===== config.mk =====
export PLATFORM = sky130hd
export DESIGN_NAME = dmem_bridge_flat
export DESIGN_NICKNAME = d
export VERILOG_FILES = /design/src/rtl/dmem_bridge_if.sv /design/src/rtl/dmem_bridge.sv /design/src/flat_wrapper.sv
export SDC_FILE = /design/constraint.sdc
export NUM_CORES = 1
export LEC_CHECK = 0
export CORE_AREA = 2 2 107 109
export DETAILED_ROUTE_END_ITERATION = 8
export DIE_AREA = 0 0 109 111
export PLACE_DENSITY = 0.76
export SLEW_MARGIN = 5
export SYNTH_ARGS = -nofsm -noshare
export SYNTH_HDL_FRONTEND = slang
export SYNTH_SLANG_ARGS = --single-unit

===== constraint.sdc =====
create_clock -name clk -period 2.74 [get_ports clk]
set_input_delay 0.548 -clock clk [delete_from_list [all_inputs] [get_ports clk]]
set_output_delay 0.548 -clock clk [all_outputs]
set_load 0.005 [all_outputs]

===== src/rtl/dmem_bridge_if.sv =====
// CPU data-memory port and system bus bundled for dmem_bridge.
// master = the bridge itself, slave = the CPU/memory environment around it.
interface dmem_bridge_if;
    logic        cpu_memread;
    logic        cpu_memwrite;
    logic [31:0] cpu_addr;
    logic [31:0] cpu_wdata;
    logic [31:0] cpu_rdata;
    logic        cpu_stall;
    logic        bus_req;
    logic        bus_we;
    logic [31:0] bus_addr;
    logic [31:0] bus_wdata;
    logic        bus_ack;
    logic [31:0] bus_rdata;
    logic        err;
    logic        err_clr;

    modport master (
        input  cpu_memread, cpu_memwrite, cpu_addr, cpu_wdata, bus_ack, bus_rdata, err_clr,
        output cpu_rdata, cpu_stall, bus_req, bus_we, bus_addr, bus_wdata, err
    );

    modport slave (
        output cpu_memread, cpu_memwrite, cpu_addr, cpu_wdata, bus_ack, bus_rdata, err_clr,
        input  cpu_rdata, cpu_stall, bus_req, bus_we, bus_addr, bus_wdata, err
    );
endinterface


===== src/rtl/dmem_bridge.sv =====
// Bridges a single-issue CPU MEM stage onto a req/ack bus, stalling the pipeline meanwhile.
// Define DMEM_BRIDGE_TIMEOUT_EN to abort bus accesses that never see bus_ack.
module dmem_bridge #(
    parameter int unsigned TIMEOUT_CYCLES = 16,
    parameter logic [31:0] ERR_RDATA      = 32'hDEADBEEF
) (
    input logic           clk,
    input logic           reset,
    dmem_bridge_if.master dif
);

    if (TIMEOUT_CYCLES < 2 || TIMEOUT_CYCLES > 255) begin : g_bad_timeout
        $error("dmem_bridge: TIMEOUT_CYCLES must be in 2..255");
    end

    typedef enum logic [1:0] {
        StIdle = 2'd0,
        StBusy = 2'd1,
        StDone = 2'd2
    } state_e;

    state_e      state_q;
    logic        req_q;
    logic        we_q;
    logic [31:2] addr_q;
    logic [31:0] wdata_q;
    logic [31:0] rdata_q;
    logic        err_q;

    logic        access;
    logic        aligned;
    logic        timeout_hit;
    logic        err_set;
    logic [31:0] busy_rdata;

    assign access  = dif.cpu_memread | dif.cpu_memwrite;
    assign aligned = (dif.cpu_addr[1:0] == 2'b00);

`ifdef DMEM_BRIDGE_TIMEOUT_EN
    localparam logic [7:0] TmoLast = 8'(TIMEOUT_CYCLES - 1);
    logic [7:0] tmo_q;

    // Counter holds the number of ack-less BUSY cycles already spent.
    assign timeout_hit = (state_q == StBusy) && !dif.bus_ack && (tmo_q == TmoLast);
`else
    assign timeout_hit = 1'b0;
`endif

    assign err_set    = ((state_q == StIdle) && access && !aligned) || timeout_hit;
    assign busy_rdata = dif.bus_ack ? dif.bus_rdata : ERR_RDATA;

    always_ff @(posedge clk or negedge reset) begin
        if (!reset) begin
            state_q <= StIdle;
            req_q   <= 1'b0;
            we_q    <= 1'b0;
            addr_q  <= '0;
            wdata_q <= '0;
            rdata_q <= '0;
            err_q   <= 1'b0;
`ifdef DMEM_BRIDGE_TIMEOUT_EN
            tmo_q   <= '0;
`endif
        end else begin
            // Set beats a same-cycle clear.
            if (err_set) begin
                err_q <= 1'b1;
            end else if (dif.err_clr) begin
                err_q <= 1'b0;
            end

            unique case (state_q)
                StIdle: begin
                    if (access) begin
                        if (aligned) begin
                            we_q    <= dif.cpu_memwrite;
                            addr_q  <= dif.cpu_addr[31:2];
                            wdata_q <= dif.cpu_wdata;
                            req_q   <= 1'b1;
                            state_q <= StBusy;
`ifdef DMEM_BRIDGE_TIMEOUT_EN
                            tmo_q   <= '0;
`endif
                        end else begin
                            if (!dif.cpu_memwrite) begin
                                rdata_q <= '0;
                            end
                            state_q <= StDone;
                        end
                    end
                end
                StBusy: begin
                    if (dif.bus_ack || timeout_hit) begin
                        req_q   <= 1'b0;
                        if (!we_q) begin
                            rdata_q <= busy_rdata;
                        end
                        state_q <= StDone;
                    end
`ifdef DMEM_BRIDGE_TIMEOUT_EN
                    else begin
                        tmo_q <= tmo_q + 8'd1;
                    end
`endif
                end
                StDone: begin
                    state_q <= StIdle;
                end
                default: begin
                    state_q <= StIdle;
                end
            endcase
        end
    end

    // Stall must rise in the same cycle the access appears, hence combinational.
    assign dif.cpu_stall = reset && (((state_q == StIdle) && access) || (state_q == StBusy));
    assign dif.cpu_rdata = rdata_q;
    assign dif.bus_req   = req_q;
    assign dif.bus_we    = we_q;
    assign dif.bus_addr  = {addr_q, 2'b00};
    assign dif.bus_wdata = wdata_q;
    assign dif.err       = err_q;

endmodule


===== src/flat_wrapper.sv =====
// flat-port wrapper written by rule: the top's interface ports become plain ports
module dmem_bridge_flat 
#(
    parameter int unsigned TIMEOUT_CYCLES = 16,
    parameter logic [31:0] ERR_RDATA      = 32'hDEADBEEF
)
  (clk, reset, dif_cpu_memread, dif_cpu_memwrite, dif_cpu_addr, dif_cpu_wdata, dif_bus_ack, dif_bus_rdata, dif_err_clr, dif_cpu_rdata, dif_cpu_stall, dif_bus_req, dif_bus_we, dif_bus_addr, dif_bus_wdata, dif_err);
  dmem_bridge_if dif_i ();
  input logic clk;
  input logic reset;
  input wire logic [$bits(dif_i.cpu_memread)-1:0] dif_cpu_memread;
  input wire logic [$bits(dif_i.cpu_memwrite)-1:0] dif_cpu_memwrite;
  input wire logic [$bits(dif_i.cpu_addr)-1:0] dif_cpu_addr;
  input wire logic [$bits(dif_i.cpu_wdata)-1:0] dif_cpu_wdata;
  input wire logic [$bits(dif_i.bus_ack)-1:0] dif_bus_ack;
  input wire logic [$bits(dif_i.bus_rdata)-1:0] dif_bus_rdata;
  input wire logic [$bits(dif_i.err_clr)-1:0] dif_err_clr;
  output wire logic [$bits(dif_i.cpu_rdata)-1:0] dif_cpu_rdata;
  output wire logic [$bits(dif_i.cpu_stall)-1:0] dif_cpu_stall;
  output wire logic [$bits(dif_i.bus_req)-1:0] dif_bus_req;
  output wire logic [$bits(dif_i.bus_we)-1:0] dif_bus_we;
  output wire logic [$bits(dif_i.bus_addr)-1:0] dif_bus_addr;
  output wire logic [$bits(dif_i.bus_wdata)-1:0] dif_bus_wdata;
  output wire logic [$bits(dif_i.err)-1:0] dif_err;
  assign dif_i.cpu_memread = dif_cpu_memread;
  assign dif_i.cpu_memwrite = dif_cpu_memwrite;
  assign dif_i.cpu_addr = dif_cpu_addr;
  assign dif_i.cpu_wdata = dif_cpu_wdata;
  assign dif_i.bus_ack = dif_bus_ack;
  assign dif_i.bus_rdata = dif_bus_rdata;
  assign dif_i.err_clr = dif_err_clr;
  assign dif_cpu_rdata = dif_i.cpu_rdata;
  assign dif_cpu_stall = dif_i.cpu_stall;
  assign dif_bus_req = dif_i.bus_req;
  assign dif_bus_we = dif_i.bus_we;
  assign dif_bus_addr = dif_i.bus_addr;
  assign dif_bus_wdata = dif_i.bus_wdata;
  assign dif_err = dif_i.err;
  dmem_bridge #(.TIMEOUT_CYCLES(TIMEOUT_CYCLES), .ERR_RDATA(ERR_RDATA)) u_core (.clk(clk), .reset(reset), .dif(dif_i));
endmodule

== Yosys cells after proc, flatten, opt, wreduce, memory -nomap -nowiden ==
Cells that the tools add are included.

* Bits in registers: 99
* Output and inout bits: 100
* Word-level logic and storage cells: 44

* Equality and inequality tests: 7
* Multiplexer cells: 16
* Bitwise logic cells: 1
* Reduce and logical (&&, ||, !) cells: 13

{| class="wikitable"
|+ Operator list
! operator !! count
|-
| 2-to-1 mux 32 bit || 5
|-
| one-hot mux 32 bit (2 select lines) || 1
|-
| inequality test 2 bit (second input constant) || 4
|-
| 2-to-1 mux 2 bit || 3
|-
| AND reduction 6 bit || 1
|-
| 2-to-1 mux 1 bit || 5
|-
| zero test 2 bit || 2
|-
| inequality test 2 x 1 -> 1 bit (second input constant) || 2
|-
| one-hot mux 2 bit (2 select lines) || 1
|-
| AND reduction 4 bit || 1
|-
| nonzero test 2 bit || 2
|-
| logical AND 1 bit || 3
|-
| AND reduction 3 bit || 1
|-
| equality test 2 x 1 -> 1 bit (second input constant) || 1
|-
| one-hot mux 1 bit (2 select lines) || 1
|-
| AND reduction 2 bit || 1
|-
| zero test 1 bit || 1
|-
| logical OR 1 bit || 1
|-
| bitwise OR 1 bit || 1
|}

== Logic depth before layout (Yosys ltp) ==
Gate-level depths: netlist (run 1).

* Word-level depth: 4
* Depth in mapped cells: 6
* Mapped depth without buffers: 4

== Least setup slack after synthesis (run 1) ==
Ideal clock, no wire load.

* Kind: input-to-reg
* From: input port dif_cpu_addr[1]
* To: register u_core.addr_q[10] (netlist bit)
* Data arrival time: 1.622 ns
* Required time: 2.615 ns
* Slack: 0.993 ns
* Stages: 5
* Cells stage by stage: nor4_4 -> o21a_1 -> buf_6 -> buf_12 -> mux2_4

* Cells in the longest elaborated chain, start to end: 2

{| class="wikitable"
|+ RTL lines
! item !! line !! text
|-
| start, declared || flat_wrapper.sv:13 || <nowiki>input wire logic [$bits(dif_i.cpu_addr)-1:0] dif_cpu_addr;</nowiki>
|-
| zero test 2 bit || dmem_bridge.sv:37 || <nowiki>assign aligned = (dif.cpu_addr[1:0] == 2'b00);</nowiki>
|-
| AND reduction 3 bit (no line) || - ||
|-
| end signal, assigned || dmem_bridge.sv:77 || <nowiki>addr_q <= dif.cpu_addr[31:2];</nowiki>
|-
| end, declared || dmem_bridge.sv:25 || <nowiki>logic [31:2] addr_q;</nowiki>
|}

Every way passes these cells.
A chain may end at the register's enable or synchronous reset.

== Worst setup path in the final report (run 1) ==
* From: input port dif_cpu_memwrite
* To: output port dif_cpu_stall

* Cells in the longest elaborated chain, start to end: 4

{| class="wikitable"
|+ RTL lines
! item !! line !! text
|-
| start, declared || flat_wrapper.sv:12 || <nowiki>input wire logic [$bits(dif_i.cpu_memwrite)-1:0] dif_cpu_memwrite;</nowiki>
|-
| bitwise OR 1 bit || dmem_bridge.sv:36 || <nowiki>assign access = dif.cpu_memread | dif.cpu_memwrite;</nowiki>
|-
| logical AND 1 bit || dmem_bridge.sv:117 || <nowiki>assign dif.cpu_stall = reset && (((state_q == StIdle) && access) || (state_q == StBusy));</nowiki>
|-
| logical OR 1 bit || dmem_bridge.sv:117 ||
|-
| logical AND 1 bit || dmem_bridge.sv:117 ||
|-
| end, declared || flat_wrapper.sv:19 || <nowiki>output wire logic [$bits(dif_i.cpu_stall)-1:0] dif_cpu_stall;</nowiki>
|}

Every way passes these cells.

==> results of run 1 <==
-- routing by layer --
metal,track usage,up-vias
met1,0.220,1398
met2,0.272,118
li1,-,1363
met5,0,-
met4,0.0581,0
met3,0.0500,13
-- worst max-delay path by stage --
stage	start	endpoint	slack, ps	cells after the start
global placement	dif_cpu_memwrite	dif_cpu_stall	270	4
floorplan	dif_cpu_addr[1]	u_core.addr_q[10]	990	5
detailed placement	dif_cpu_memwrite	dif_cpu_stall	220	4
global route	dif_cpu_memwrite	dif_cpu_stall	150	4
finish	dif_cpu_memwrite	dif_cpu_stall	190	4
CTS	dif_cpu_memwrite	dif_cpu_stall	200	4
-- Yosys cell counts --
cell	n
sky130_fd_sc_hd__a211oi_2	1
sky130_fd_sc_hd__nor4_4	1
sky130_fd_sc_hd__o21a_1	1
sky130_fd_sc_hd__nor2_1	1
sky130_fd_sc_hd__mux2_4	58
sky130_fd_sc_hd__nor3b_1	1
sky130_fd_sc_hd__o21ai_2	1
sky130_fd_sc_hd__nand2_1	33
sky130_fd_sc_hd__clkbuf_1	3
sky130_fd_sc_hd__and2b_2	1
sky130_fd_sc_hd__a21o_1	2
sky130_fd_sc_hd__conb_1	1
sky130_fd_sc_hd__inv_1	34
sky130_fd_sc_hd__o31a_1	1
sky130_fd_sc_hd__buf_12	6
sky130_fd_sc_hd__mux2i_1	32
sky130_fd_sc_hd__buf_4	3
sky130_fd_sc_hd__nor3_1	2
sky130_fd_sc_hd__o31ai_1	1
sky130_fd_sc_hd__dfrtp_1	99
sky130_fd_sc_hd__buf_2	1
sky130_fd_sc_hd__buf_6	4
sky130_fd_sc_hd__mux2_2	4
sky130_fd_sc_hd__nand2b_1	1
sky130_fd_sc_hd__o21ai_0	3
sky130_fd_sc_hd__a22o_2	1
-- metrics by stage --
step	instances	hold slack [ps]	total power, mW	area, um^2
after CTS	643	379	5.73	6710
after global placement	628	464	4.25	6380
after floorplan	297	252	3.06	4320
final	643	350	5.65	6710
after global routing	643	404	5.96	6710
after detailed placement	628	470	4.29	6380
-- report_power, final --
group          switching, mW  total (mW)  internal (mW)
Combinational          0.573        2.05           1.48
Clock                  0.517        1.40          0.885
Sequential             0.284        2.20           1.92
-- sequential cells by signal, indices dropped and copies added (netlist names) --
register              count
u_core.dif.err            1
u_core.dif.bus_we         1
u_core.state_q            2
u_core.dif.bus_wdata     32
u_core.dif.bus_req        1
u_core.addr_q            30
u_core.dif.cpu_rdata     32
-- worst max-delay path: stages --
cell                              delay (ps)
sky130_fd_sc_hd__clkdlybuf4s50_1         570
sky130_fd_sc_hd__nor3_1                  110
sky130_fd_sc_hd__nor3b_1                 230
sky130_fd_sc_hd__clkdlybuf4s50_1         550
-- cells by family (layout without fill, tap and decap cells) --
logic type / Yosys count / after routing / share of synthesized area
other: 1 / 2 / 0.000869
AND/OR/NAND/NOR: 40 / 40 / 0.0420
multiplexers: 94 / 94 / 0.286
AO/OA/AOI/OAI: 11 / 11 / 0.0197
buffers and inverters: 51 / 254 / 0.0768
flip-flops: 99 / 99 / 0.574
-- final cells by class --
| type | instances | area share |
|---|---|---|
| Inverter | 34 | 0.0190 |
| Tap cell | 143 | 0.0267 |
| Timing Repair Buffer | 205 | 0.309 |
| Sequential cell | 99 | 0.369 |
| Clock inverter | 5 | 0.0153 |
| Clock buffer | 10 | 0.0341 |
| Multi-Input combinational cell | 147 | 0.227 |
==> results by stage, run 1 <==
Outcome:
- The flow ran to the end, and the final reports show no timing, DRC or antenna violations.

Layout:
- The fraction of final layout cells sized beyond drive strength 1 is 0.178.
- The register cell area after layout is around 2500 um^2.
- The diode insertion count for antenna repair is 0.
- For this run, the share of the core covered by cells in the final layout is 0.606.
- The multi-input combinational cells in the finished layout cover a total of roughly 1500 um^2.
- Leaving out fill and tap cells, the most frequent cell in the layout is sky130_fd_sc_hd__clkdlybuf4s50_1.
- In the final design database the tool counted around 600 nets.
- The top cell types in the final layout, fill and taps aside, are sky130_fd_sc_hd__clkdlybuf4s50_1, sky130_fd_sc_hd__dfrtp_1, sky130_fd_sc_hd__mux2_4.
- Relative to the synthesized area, the layout overhead comes to 55.6%.
- The count of filler cells inserted in the layout is a little under 900.

Worst setup path:
- By startpoint and endpoint, the worst setup path is classified as primary input to output port.
- In this run the critical register-to-register path is launched from u_core.state_q[1].
- The reg2reg setup slack is between 800 and 900 ps.
- STA puts the critical path data required time at 2190 ps.
- The sort of element at the end of the critical path is an output port.
- The arrival time at the worst endpoint is about 2000 ps.
- The critical register-to-register path endpoint is u_core.dif.bus_wdata[31].
- STA classifies the critical path startpoint as a primary input.
- In this run the worst path has a maximum fanout of 5.
- The worst register-to-register path has a depth of 4.

Synth:
- Yosys attributes the largest share of cell area to sky130_fd_sc_hd__dfrtp_1, sky130_fd_sc_hd__mux2_4, sky130_fd_sc_hd__mux2i_1.
- The area share of the largest cell type after synthesis is 0.574.
- The flip-flop and latch count after synthesis is 99.
- Of the synthesized area, sequential elements account for 0.574.
- The netlist uses 26 different library cells.
- The cell area that synthesis handed to floorplanning was 4320 um^2.
- The cell type contributing the most total cell area after synthesis is sky130_fd_sc_hd__dfrtp_1.
- The cell count after synthesis is 296.
- The mean instance size in the synthesized netlist is about 15 um^2.
- During synthesis, Yosys emitted a total of 0 warnings.

Power:
- Across the VDD grid, the largest voltage drop is about 0.4 mV.
- The leakage power figure is between 2 and 3 nW.
- The power per cell area is 842 nW/um^2.

Routing:
- In the final routed layout, each cell accounts on average for between 15 and 20 um.
- The total number of vias is ~2.9k.
- The top metal layer carrying routed signals is met4.
- The detail-routed via count per cell is between 4 and 5.
- In the final routing, the length of wire on met1 measures 4290 um.
- The met2 layer wire length in the routed design is 4750 um.
- In the routed design, unresolved DRC markers number 0.
- Once detail routing completed, the nets flagged for antenna violations numbered 0.
- The detailed router finished its first iteration with 92 violations.
- The iteration count of the initial detailed-routing pass is 4.
- The sum of routed wire length over all layers is approximately 10000 um.
- Wire segments on met3 add up to roughly 810 um in the final route.

Place:
- The half-perimeter wire length of the detailed placement result is approximately 7400 um.
- The minimum setup slack after placement is approximately 220 ps.
- The congestion estimate from routability-driven global placement came to just under 0.8.
- The number of port buffers is between 150 and 200.

Timing:
- The number of max-slew violations in the final report is 0.
- Setup slack on the critical path of the routed design comes to around 190 ps.
- Setup repair after global routing left no endpoint under its margin.
- The total count of hold-check failures in the final report is 0.
- Counting I/O delays and the setup requirement, the final critical path takes approximately 2600 ps.
- The setup clock skew after layout is about 6 ps.
- The share of the clock period used by the worst path after layout is 0.931.
- For the pin with the worst max-slew slack, the measured transition is around 660 ps.
- For the final routed database, the setup TNS stands at 0 ps.
- The worst pin sits at a relative slew slack of 0.562.
- Setup violations remaining at the end of the flow were counted as 0.
- The achievable frequency is ~400 MHz.

Clock tree:
- The tree is rooted in a sky130_fd_sc_hd__clkbuf_16.
- The TritonCTS clock tree is built.
- After clock tree synthesis, the repair step resized 0 gates.
- In this run the post-CTS setup repair buffer count came out at 0.
- The number of buffers created by CTS is 9.
- The worst-skew pair later-pin latency is approximately 340 ps.
- The longest clock path from root to sink contains 2 buffers.
- The clock net in this run drives a total of between 90 and 100 sinks.
- Buffers inserted to repair hold after CTS numbered 0.
- The depth of the CTS H-tree is 3.
- The register clock-pin slew on the reported worst setup and hold paths is approximately 70 ps.

Global routing:
- The global route total overflow is 0.
- The global-route wire length before repair is ~16000 um.
- The maximum number of pins on one net before global-route repair is 53.
- The number of antenna violations at the first check in global routing is 0.
- The number of global-route vias before repair came to approximately 3.1k.
- For this run, the total global-route usage over all layers was measured as 0.170.

Run:
- The total of max-cap violations is 0.

Floorplan:
- The I/O pin count is just over 200.
- The number of cell rows is 39.
- The total core area is around 11000 um^2.
- The die covers 12100 um^2.
- The die height is 111 um.
- The floorplan die width is about 110 um.
- The initial utilization of the core area, before any placement, comes to 0.390.

Worst hold path:
- The type of the tightest min-delay check is primary input to asynchronous set/reset pin.
No activity file was read; power rests on OpenSTA's default activity.
==> run 2: changes to the inputs <==
--- a/config.mk
+++ b/config.mk
@@ -9,7 +9,7 @@
 export DETAILED_ROUTE_END_ITERATION = 8
 export DIE_AREA = 0 0 109 111
 export PLACE_DENSITY = 0.76
-export SLEW_MARGIN = 5
+export SLEW_MARGIN = 30
 export SYNTH_ARGS = -nofsm -noshare
 export SYNTH_HDL_FRONTEND = slang
 export SYNTH_SLANG_ARGS = --single-unit
==> constraint.sdc (replaced) <==
create_clock -name clk -period 2.74 [get_ports clk]
set_input_delay 0.685 -clock clk [delete_from_list [all_inputs] [get_ports clk]]
set_output_delay 0.685 -clock clk [all_outputs]
set_load 0.005 [all_outputs]
==> run 2 against run 1 <==
Wire length up 2.1%. Combinational power about the same. Die area unchanged. Non-clock buffer count grew 1. Register-to-register slack better by 60 ps. Largest cell class unchanged.
==> results by stage, run 2 (synthesis results as in run 1) <==
Run:
- The total of max-cap violations is 0 (unchanged).

Clock tree:
- The depth of the CTS H-tree is 3 (unchanged).
- The maximum clock path buffer count is 2 (unchanged).
- CTS placed an instance of sky130_fd_sc_hd__clkbuf_16 at the clock tree root.
- TritonCTS built the clock tree.
- The total setup buffers inserted after CTS is 0 (unchanged).
- The number of buffers created by CTS is 9 (unchanged).
- The number of buffers inserted for hold repair after clock tree synthesis is 0 (unchanged).
- The worst-skew pair later-pin latency is 330 ps (about the same).
- The number of clock sinks seen by CTS is 99 (unchanged).
- The register clock-pin slew on the reported worst setup and hold paths is 60 ps (about the same).

Layout:
- The post-route cell area is 6700 um^2 (-0.17%).
- The register cell area after layout is 2480 um^2 (unchanged).
- The number of nets in the layout is 599 (+0.17%).
- The count of filler cells inserted in the layout came to 902 (+0.89%).
- The final non-filler cell total is 644 (+0.16%).
- The fraction of final layout cells sized beyond drive strength 1 is 0.186 (+0.00763).
- The most common cell after layout, fill and taps aside is sky130_fd_sc_hd__clkdlybuf4s50_1.
- The library cells used most frequently in the layout, excluding fill and tap cells, are sky130_fd_sc_hd__clkdlybuf4s50_1, sky130_fd_sc_hd__dfrtp_1, sky130_fd_sc_hd__mux2_4.
- The area of the multi-input gates was 1540 um^2 (+0.66%).
- The area growth from synthesis to layout is 55.3%.
- The diode insertion count for antenna repair was 0 (unchanged).

Timing:
- The clock period minus worst slack is 2640 ps (+85.3 ps).
- The setup clock skew after layout came to 6.70 ps (+0.549 ps).
- The achievable frequency came to 379 MHz (-3.2%).
- Setup repair after global routing left no endpoint under its margin.
- The final sum of negative setup slack came to 0 ps (unchanged).
- The number of max-slew violations in the final report was 0 (unchanged).
- The remaining max-slew budget at the tightest pin is 0.545 (-0.0174).
- The share of the clock period used by the worst path after layout is 0.962 (+0.0311).
- The slew at the pin closest to its max-slew limit is 683 ps (+26.2 ps).
- The number of failing setup endpoints in the final timing report came to 0 (unchanged).
- The worst path setup slack after routing was 104 ps (-85.3 ps).
- The total count of hold-check failures in the final report is 0 (unchanged).

Floorplan:
- The floorplan die width is 109 um (unchanged).
- The I/O pin count was 202 (unchanged).
- The number of cell rows is 39 (unchanged).
- The area of the die is 12100 um^2 (unchanged).
- The die height is 111 um (unchanged).
- The total core area is 11100 um^2 (unchanged).
- The starting density of the core is 0.390 (unchanged).

Power:
- The maximum vdd ir drop came to 0.397 mV (-1.3%).
- The leakage power figure is 2.98 nW (-0.22%).
- The power per cell area is 825 nW/um^2 (-2.1%).

Outcome:
- The run finished with clean final reports.

Place:
- The placed cell count is 629 (+0.16%).
- The final weighted congestion in routability-driven placement is 0.731 (-5.9%).
- The number of port buffers is 199 (unchanged).
- The half-perimeter wire length of the detailed placement result came to 7540 um (+2.0%).
- The minimum setup slack after placement is 80.2 ps (-137 ps).
- The placement-stage cell area is 6390 um^2 (+0.12%).

Worst setup path:
- The data required time at the worst endpoint is 2060 ps (-130 ps).
- The worst setup path is captured at an output port.
- The critical path startpoint category is a primary input.
- By startpoint and endpoint, the worst setup path is classified as primary input to output port.
- The arrival time at the worst endpoint is 1950 ps (-50 ps).
- The largest fanout of any net on the critical path is 2 (-3).
- The reg2reg setup slack is 940 ps (+60 ps).

Routing:
- The iteration count of the initial detailed-routing pass is 4 (unchanged).
- The DRC violation count after routing is 0 (unchanged).
- The mean routed wirelength per cell is 15.9 um (+1.9%).
- The sum of routed wire length over all layers is 10200 um (+2.1%).
- The total number of vias is 2957 (+2.2%).
- The DRC violation total after the first TritonRoute iteration was 109 (+18%).
- The detail-routed via count per cell is 4.59 (+2.1%).
- The post-detailed-route count of antenna-violating nets is 0 (unchanged).

Global routing:
- The maximum number of pins on one net before global-route repair is 56 (+5.7%).
- The global route total overflow is 0 (unchanged).
- The overall routing resource usage is 0.176 (+0.00536).
- The number of global-route vias before repair was 3279 (+5.5%).
- The number of antenna violations at the first check in global routing is 0 (unchanged).
- The global-route wire length before repair is 16800 um (+5.6%).

Worst hold path:
- The tightest min-delay check is of the flop to flop type.
run 2: cell count changes in the layout (fill, tap and decap cells not counted):
cell	delta
sky130_fd_sc_hd__bufinv_16	-2
sky130_fd_sc_hd__clkbuf_8	+2
sky130_fd_sc_hd__buf_4	+1
sky130_fd_sc_hd__clkbuf_1	-1
sky130_fd_sc_hd__clkinvlp_4	+1
sky130_fd_sc_hd__nor3_1	-1
sky130_fd_sc_hd__nor3_2	+1
sky130_fd_sc_hd__nor3b_1	-1
sky130_fd_sc_hd__nor3b_2	+1
run 2: layout make-up:
type	count	share of cell area
repair buffers	206	0.310
inverters	34	0.0190
clock inverters	4	0.00747
clock buffers	11	0.0377
multi-input cells	147	0.229
flip-flops and latches	99	0.370
well taps	143	0.0267
run 2: worst max-delay path: stages:
cell and delay [ps]:
sky130_fd_sc_hd__clkdlybuf4s50_1 490, sky130_fd_sc_hd__nor3_2 70, sky130_fd_sc_hd__nor3b_2 180, sky130_fd_sc_hd__clkdlybuf4s50_1 520
run 2: routing by layer:
layer,vias to the layer above,wire [um],global-route usage
met5,-,0,0
met4,0,144,0.0598
met3,11,765,0.0417
met2,124,5100,0.294
met1,1460,4210,0.221
li1,1362,-,-
run 2: where the power goes:
part | internal (mW) | switching (mW)
clock | 0.751 | 0.513
combinational | 1.48 | 0.583
sequential | 1.92 | 0.284
run 2: repair_timing:
action | CTS | global route
endpoints found under the hold margin | 0 | 0
endpoints found under the setup margin | 0 | 1
resized for setup | 0 | 2
run 2: worst paths after layout:
path / start / depth (start not counted) / to
worst max-delay path: dif_cpu_memread / 4 / dif_cpu_stall
worst min-delay path: u_core.dif.bus_req / 1 / u_core.dif.bus_req
worst max register to register: u_core.state_q[1] / 4 / u_core.dif.bus_wdata[31]
worst min register to register: u_core.dif.bus_req / 1 / u_core.dif.bus_req
max in group asynchronous: reset / 3 / u_core.dif.bus_wdata[23]
min in group asynchronous: reset / 2 / u_core.dif.cpu_rdata[7]
run 2: metrics by stage:
step            util  power, mW  hold slack (ps)
2_1_floorplan      -       3.06              389
3_3_place_gp   0.577       4.24              460
3_5_place_dp   0.577       4.30              470
4_1_cts        0.604       5.60              485
5_1_grt        0.605       5.83              521
6_report       0.605       5.53              484
